### src/rtl/keypad_scan_display.sv
// 4x4 hex keypad scanner with tick-based debounce, NDIGITS-deep key history and
// multiplexed common-anode seven-segment drive. Define KEYPAD_BLANK_EN to blank never-written digits.
module keypad_scan_display #(
  parameter int TIMEBITS = 3,
  parameter int DEBOUNCE = 2,
  parameter int NDIGITS  = 4
) (
  input  logic                   clk,
  input  logic                   reset,
  input  logic [3:0]             rows,
  output logic [3:0]             cols,
  output logic                   key_valid,
  output logic [3:0]             key_code,
  output logic [4*NDIGITS-1:0]   digits,
  output logic [NDIGITS-1:0]     en,
  output logic [6:0]             seg,
  output logic [1:0]             scan_state
);

  localparam int SEL_W = (NDIGITS > 1) ? $clog2(NDIGITS) : 1;
  localparam int CNT_W = (DEBOUNCE > 1) ? $clog2(DEBOUNCE) : 1;
  localparam logic [NDIGITS-1:0] EN_ONE = NDIGITS'(1);

  // Handshake: key_valid is a one-cycle strobe with no ready; key_code and digits
  // are already updated in the same cycle the strobe is high and hold afterwards.

  typedef enum logic [1:0] {
    ST_SCAN     = 2'd0,
    ST_DEBOUNCE = 2'd1,
    ST_HELD     = 2'd2
  } state_t;

  state_t              state;
  logic [3:0]          rows_m;
  logic [3:0]          rows_s;
  logic [TIMEBITS-1:0] tick_cnt;
  logic                tick;
  logic [1:0]          col_idx;
  logic [1:0]          key_row;
  logic [CNT_W-1:0]    cnt;
  logic [SEL_W-1:0]    digit_sel;
  logic [3:0]          new_code;
  logic [4*NDIGITS+3:0] digits_shifted;
  logic [3:0]          cur_nibble;
  logic [6:0]          cur_seg;

  function automatic logic [1:0] top_row(input logic [3:0] r);
    if (r[3])      return 2'd3;
    else if (r[2]) return 2'd2;
    else if (r[1]) return 2'd1;
    else           return 2'd0;
  endfunction

  // Index is {column, row}; row 3 is the top row of the keypad.
  function automatic logic [3:0] key_map(input logic [1:0] c, input logic [1:0] r);
    logic [3:0] code;
    case ({c, r})
      4'b00_11: code = 4'h1;  4'b00_10: code = 4'h4;
      4'b00_01: code = 4'h7;  4'b00_00: code = 4'hE;
      4'b01_11: code = 4'h2;  4'b01_10: code = 4'h5;
      4'b01_01: code = 4'h8;  4'b01_00: code = 4'h0;
      4'b10_11: code = 4'h3;  4'b10_10: code = 4'h6;
      4'b10_01: code = 4'h9;  4'b10_00: code = 4'hF;
      4'b11_11: code = 4'hA;  4'b11_10: code = 4'hB;
      4'b11_01: code = 4'hC;  default:  code = 4'hD;
    endcase
    return code;
  endfunction

  function automatic logic [6:0] decode(input logic [3:0] d);
    logic [6:0] s;
    case (d)
      4'h0: s = 7'b1000000;  4'h1: s = 7'b1111001;
      4'h2: s = 7'b0100100;  4'h3: s = 7'b0110000;
      4'h4: s = 7'b0011001;  4'h5: s = 7'b0010010;
      4'h6: s = 7'b0000010;  4'h7: s = 7'b1111000;
      4'h8: s = 7'b0000000;  4'h9: s = 7'b0011000;
      4'hA: s = 7'b0001000;  4'hB: s = 7'b0000011;
      4'hC: s = 7'b0100111;  4'hD: s = 7'b0100001;
      4'hE: s = 7'b0000110;  default: s = 7'b0001110;
    endcase
    return s;
  endfunction

  assign tick           = &tick_cnt;
  assign cols           = 4'b1000 >> col_idx;
  assign new_code       = key_map(col_idx, key_row);
  assign digits_shifted = {digits, new_code};
  assign scan_state     = state;

  always_ff @(posedge clk) begin
    if (!reset) begin
      rows_m   <= 4'b0;
      rows_s   <= 4'b0;
      tick_cnt <= '0;
    end else begin
      rows_m   <= rows;
      rows_s   <= rows_m;
      tick_cnt <= tick_cnt + TIMEBITS'(1);
    end
  end

  // Column stays frozen from detection until the latched row releases.
  always_ff @(posedge clk) begin
    if (!reset) begin
      state     <= ST_SCAN;
      col_idx   <= 2'd0;
      key_row   <= 2'd0;
      cnt       <= '0;
      key_valid <= 1'b0;
      key_code  <= 4'h0;
      digits    <= '0;
    end else begin
      key_valid <= 1'b0;
      if (tick) begin
        unique case (state)
          ST_SCAN: begin
            if (rows_s == 4'b0) begin
              col_idx <= col_idx + 2'd1;
            end else begin
              key_row <= top_row(rows_s);
              cnt     <= '0;
              state   <= ST_DEBOUNCE;
            end
          end
          ST_DEBOUNCE: begin
            if (!rows_s[key_row]) begin
              state <= ST_SCAN;
            end else if (cnt == CNT_W'(DEBOUNCE - 1)) begin
              key_valid <= 1'b1;
              key_code  <= new_code;
              digits    <= digits_shifted[4*NDIGITS-1:0];
              state     <= ST_HELD;
            end else begin
              cnt <= cnt + CNT_W'(1);
            end
          end
          ST_HELD: begin
            if (!rows_s[key_row]) begin
              col_idx <= col_idx + 2'd1;
              state   <= ST_SCAN;
            end
          end
          default: state <= ST_SCAN;
        endcase
      end
    end
  end

  always_ff @(posedge clk) begin
    if (!reset) begin
      digit_sel <= '0;
    end else if (tick) begin
      if (digit_sel == SEL_W'(NDIGITS - 1)) digit_sel <= '0;
      else                                  digit_sel <= digit_sel + SEL_W'(1);
    end
  end

  assign en         = EN_ONE << digit_sel;
  assign cur_nibble = digits[{digit_sel, 2'b00} +: 4];
  assign cur_seg    = decode(cur_nibble);

`ifdef KEYPAD_BLANK_EN
  logic [NDIGITS-1:0] dvalid;
  logic [NDIGITS:0]   dvalid_shifted;

  assign dvalid_shifted = {dvalid, 1'b1};

  // Valid bits shift in lockstep with the digit history.
  always_ff @(posedge clk) begin
    if (!reset) begin
      dvalid <= '0;
    end else if (tick && state == ST_DEBOUNCE && rows_s[key_row] &&
                 cnt == CNT_W'(DEBOUNCE - 1)) begin
      dvalid <= dvalid_shifted[NDIGITS-1:0];
    end
  end

  assign seg = dvalid[digit_sel] ? cur_seg : 7'b1111111;
`else
  assign seg = cur_seg;
`endif

endmodule
### config.mk
export PLATFORM = sky130hd
export DESIGN_NAME = keypad_scan_display
export DESIGN_NICKNAME = d
export VERILOG_FILES = /design/src/rtl/keypad_scan_display.sv
export SDC_FILE = /design/constraint.sdc
export NUM_CORES = 1
export LEC_CHECK = 0
export CORE_MARGIN = 2
export CORE_UTILIZATION = 45
export DETAILED_ROUTE_END_ITERATION = 6
export GPL_TIMING_DRIVEN = 0
export HOLD_SLACK_MARGIN = 0.12
export PLACE_DENSITY = 0.72
export SLEW_MARGIN = 20
export SYNTH_ARGS = -nofsm -noshare
export SYNTH_HDL_FRONTEND = slang
export SYNTH_SLANG_ARGS = --single-unit
### constraint.sdc
create_clock -name clk -period 5 [get_ports clk]
set_input_delay 1 -clock clk [delete_from_list [all_inputs] [get_ports clk]]
set_output_delay 1 -clock clk [all_outputs]
set_load 0.01 [all_outputs]
-- After elaboration in Yosys (flattened, before gate mapping)
Memory sizes are Yosys's and may differ from the RTL's.
Cells that the tools add are included.
- add/subtract/negate cells: 4
- $lt $le $gt $ge: 1
- equal/unequal tests: 8
- shift-type cells: 3
- multiplexer cells: 19
- bitwise gates (word level): 1
- reduce and logical (&&, ||, !) cells: 11
- operators with widths (operator ; number):
    AND reduction 6 bit ; 5
    2-to-1 mux 2 bit ; 9
    variable part select 16 x 5 -> 4 bit ; 1
    != test 2 bit (second input constant) ; 4
    2-to-1 mux 1 bit ; 6
    case mux 2 bit (3 select lines) ; 1
    AND reduction 5 bit ; 1
    adder 2 x 1 -> 2 bit (second input constant) ; 2
    == test 2 bit (second input constant) ; 2
    logical NOT 4 bit ; 1
    case mux 2 bit (2 select lines) ; 1
    nonzero test 2 bit ; 2
    left shift 1 x 2 -> 4 bit (first input constant) ; 1
    right shift 4 x 2 -> 4 bit (first input constant) ; 1
    adder 3 x 1 -> 3 bit (second input constant) ; 1
    less-than comparator 2 x 3 -> 1 bit (second input constant) ; 1
    != test 3 bit (second input constant) ; 1
    AND reduction 3 bit ; 1
    binary-select mux 1 bit (select 2 bit) ; 1
    == test 2 x 1 -> 1 bit (second input constant) ; 1
    logical NOT 2 bit ; 1
    case mux 1 bit (2 select lines) ; 1
    adder 1 bit (second input constant) ; 1
    NOT 1 bit ; 1
- flip-flop bits (word level): 41
- ROM bits: 176
- input port bits: 6
- output and inout port bits: 38
- memories: 2
- memory list (name ; depth ; width ; read ports ; clocked after Yosys merged registers in ; write ports ; RTL line ; RTL):
    (no name shown) ; 16 ; 7 ; 1 ; 0 ; 0 ; 72 ; case (d)
    (no name shown) ; 16 ; 4 ; 1 ; 0 ; 0 ; 57 ; case ({c, r})

-- Depth between registers and ports, before layout
- word-level depth: 4
- gate-level depth with buffers: 8

-- Least setup slack after synthesis
OpenSTA, ideal clock, no wires.
- path type: reg2out
- start point: register digit_sel[0]
- end point: output seg[3]
- arrival time: 1.896 ns
- data required time: 4.000 ns
- path slack: 2.104 ns
- stages on the path, launching flop included: 8
- cells stage by stage: dfxtp_1 buf_2 mux4_2 inv_1 ha_1 and2_1 a211oi_1 a21oi_1
- word-level cells in the longest chain between the ends: 2
- RTL lines (element ; RTL line ; RTL):
    from (decl) ; 41 ; logic [SEL_W-1:0] digit_sel;
    from (signal assigned) ; 155 ; else digit_sel <= digit_sel + SEL_W'(1);
    variable part select 16 x 5 -> 4 bit ; 160 ; assign cur_nibble = digits[{digit_sel, 2'b00} +: 4];
    memory read (16 x 7 bit) ; - ;
    to (decl) ; 16 ; output logic [6:0] seg,
No other way between the ends.

-- Worst setup path in the final report
Same ends and word-level chain as after synthesis.

==> summary.md <==
| Metric | Value |
|---|---|
| Max Cap Viol | 0 |
| RSZ-0062 raised after global routing | no |
| Max_slew headroom | about three fifths |
| Worst-path fanout max | 6 |
| Vias | 1540 |
| Die span in y | between 70 and 80 µm |
| Crit share post-route | 76.5% |
| Total track usage | around 16% |
| Design Area, Final | about 2600 µm² |
| Startpoint Class | flip-flop |
| Final hold violation count | 0 |
| Worst Skew | just under 8 ps |
| Via/cell ratio | between 5 and 6 |
| Layout cells sized above 1 | a little over a tenth |
| Ant diodes | 0 |
| Post-Syn Nets | between 200 and 250 |
| Pre-CTS WS | 1480 ps |
| Core ar. | between 4000 and 5000 µm² |
| Die width | 70.6 µm |
| Status | finished, final reports clean |
| Post-Syn Area per Cell | around 9.7 µm² |
| RD Place Congestion | ~0.79 |
| Seq cells post-synth | 37 |
| Worst setup EP type | primary output |
| Residual DRC | 0 |
| Req. time, crit path | around 4000 ps |
| First-pass GRT wire length | roughly 6500 µm |
| Fmax | 261 MHz |
| Hold_buf cts | 0 |
| Clock Sinks | 37 |
| Critical Path AT | roughly 2800 ps |
| Cell repeated most along the worst path | a21oi_1 |
| GRT overflow | 0 |
| Least-Margin Pin Slew | 574 ps |
| Top-level I/O count | 44 |
| CTS resizes | 0 |
| Final Util | ~60% |
| Final Setup Violations | 0 |
| Root buffer cell | clkbuf_8 |
| Crit-path slowest cell | mux4_2 |
| Clk_lat worst skew | 290 ps |
| Wire per inst | around 12 µm |
| Post-DP HPWL | 2850 µm |
| Area of the die | about 5000 µm² |
| PwrDens | about 220 nW/µm² |
| Drt pass-1 iters | 4 |
| Initial antenna violation count | 0 |
| Synth unique cells | 38 |
| Slowest Stage Delay on Critical Path | around 600 ps |
| I/O Buffers | 42 |
| Final wirelength | 3760 µm |
| HP Class | reg2reg |
| Largest net degree at the start of global routing | 13 |
| TNS Setup | 0 ps |
| Final antenna-violating net count | 0 |
| Max clock buf depth | 2 |
| Max-slew violation count | 0 |
| Cts bufs inserted | 5 |
| Synth Cell Area | 2000 µm² |
| Starting density of the core | between 40 and 50% |
| Commonest non-fill, non-tap cells in the layout | clkdlybuf4s50_1 (42), dfxtp_1 (37), nand2_1 (33), mux2i_1 (21), ha_1 (16) |
| Reg clk slew, reported paths | 80 ps |
| Setup Buffers After CTS | 0 |
| Syn Inst Count | 205 |
| Worst Slack Setup Final | 1170 ps |
| Placed inst area | between 2000 and 2500 µm² |
| Area growth from synthesis to final layout | 29.9% |
| Max IR drop VDD | ~0.19 mV |
| Setup CP Type | reg2out |
| Post-synthesis sequential area ratio | a little under two fifths |
| Post-layout min period | 3830 ps |
| CP cell instances | buf_2 -> mux4_2 -> inv_1 -> ha_1 -> nor2b_1 -> a21oi_1 -> a21oi_1 -> clkdlybuf4s50_1 |
| Static leakage power | between 1 and 1.5 nW |
| Final nets | 276 |
| FP Rows | 24 |
| Vias in the first global route | ~1400 |
| CTS tree | yes |
| Drt initial violations | 30 |
| H-tree depth | 2 |
| Synth Warn # | 0 |
| Commonest non-fill, non-tap cell in the layout | clkdlybuf4s50_1 |
==> metal layers <==
layer / vias up / global-route usage [%] / part of all wire, %
li1: 808 / - / -
met1: 683 / 21.1 / 49
met2: 44 / 25.6 / 44
met3: 5 / 5.41 / 6.3
met4: 0 / 4.40 / 1.1
met5: - / 0 / 0
==> power breakdown <==
| part | internal (W) | switching [W] |
|---|---|---|
| combinational | 0.00000990 | 0.0000119 |
| clock | 0.000150 | 0.000107 |
| sequential | 0.000300 | 0.00000286 |
==> through the flow <==
stage | cells | hold WS [ps] | power [W]
after global routing | 307 | 450 | 0.000604
after global placement | 299 | 414 | 0.000331
final | 307 | 435 | 0.000581
after detailed placement | 299 | 421 | 0.000331
after CTS | 307 | 439 | 0.000587
after floorplan | 205 | 412 | 0.000323
==> worst paths after layout <==
path / from / end / slack (ps) / depth (start not counted)
min: rows_m[3]$_SDFF_PN0_ / rows_s[3]$_SDFF_PN0_ / 430 / 1
max reg2reg: key_row[1]$_SDFFE_PN0P_ / digits[12]$_SDFFE_PN0P_ / 3100 / 7
max: digit_sel[0]$_SDFFE_PN0P_ / seg[3] / 1170 / 8
min reg2reg: rows_m[3]$_SDFF_PN0_ / rows_s[3]$_SDFF_PN0_ / 430 / 1
==> sequential cells by signal (all words and copies together), names as in the netlist <==
register / count
key_row: 2
rows_m: 4
rows_s: 4
key_code: 3
tick_cnt: 3
scan_state: 2
key_valid: 1
col_idx: 2
cnt: 1
digits: 13
digit_sel: 2
==> cells in the mapped netlist <==
library cell,count,share of area (%)
a21oi_1,10,2.5
o31ai_1,1,0.38
nand2_1,33,6.2
clkbuf_1,6,1.1
clkbuf_2,1,0.25
o22ai_1,1,0.31
a211oi_1,1,0.38
ha_1,16,10
a2111oi_4,1,1.4
nand3_1,2,0.50
mux2i_1,21,11
and2_1,12,3.8
inv_1,9,1.7
buf_12,1,1.0
and3_1,1,0.31
o211ai_1,2,0.75
buf_4,4,1.5
and3_4,1,0.56
mux4_2,6,6.8
buf_1,1,0.19
o211a_1,2,1.0
nor3b_1,1,0.38
o32ai_1,1,0.44
nor2b_1,4,1.3
o21ai_0,4,1.0
nor4_1,2,0.63
a32o_1,1,0.50
or2_2,2,0.63
buf_2,2,0.50
buf_6,2,1.1
nand4b_2,1,0.75
o311ai_0,2,0.88
o221ai_1,1,0.44
nor2_1,8,1.5
nand2b_1,2,0.63
dfxtp_1,37,37
o21bai_1,1,0.38
o21a_1,2,0.75
==> final cells by class <==
class	instances	area (µm²)
timing repair buffer	42	420
inverter	9	33.8
tap	52	65.1
clock buffer	6	72.6
buffer	17	114
multi-input combinational	142	1110
fill	409	1730
sequential	37	741
clock inverter	2	38.8
==> critical path: cells and delay by family, from the launching register on <==
kind            cells  cell delay [ps]
compound gates      2              210
fa+ha+maj           1              300
buf+inv             3              910
flops               1              360
mux                 1              600
simple gates        1              140
==> cell families after synthesis <==
logic type / synth area share [%]
mux: 17.3
fa+ha+maj: 10.0
buf+inv: 7.39
compound gates: 11.1
flops: 37.1
simple gates: 17.1
Power figures use the tool's default switching activity.
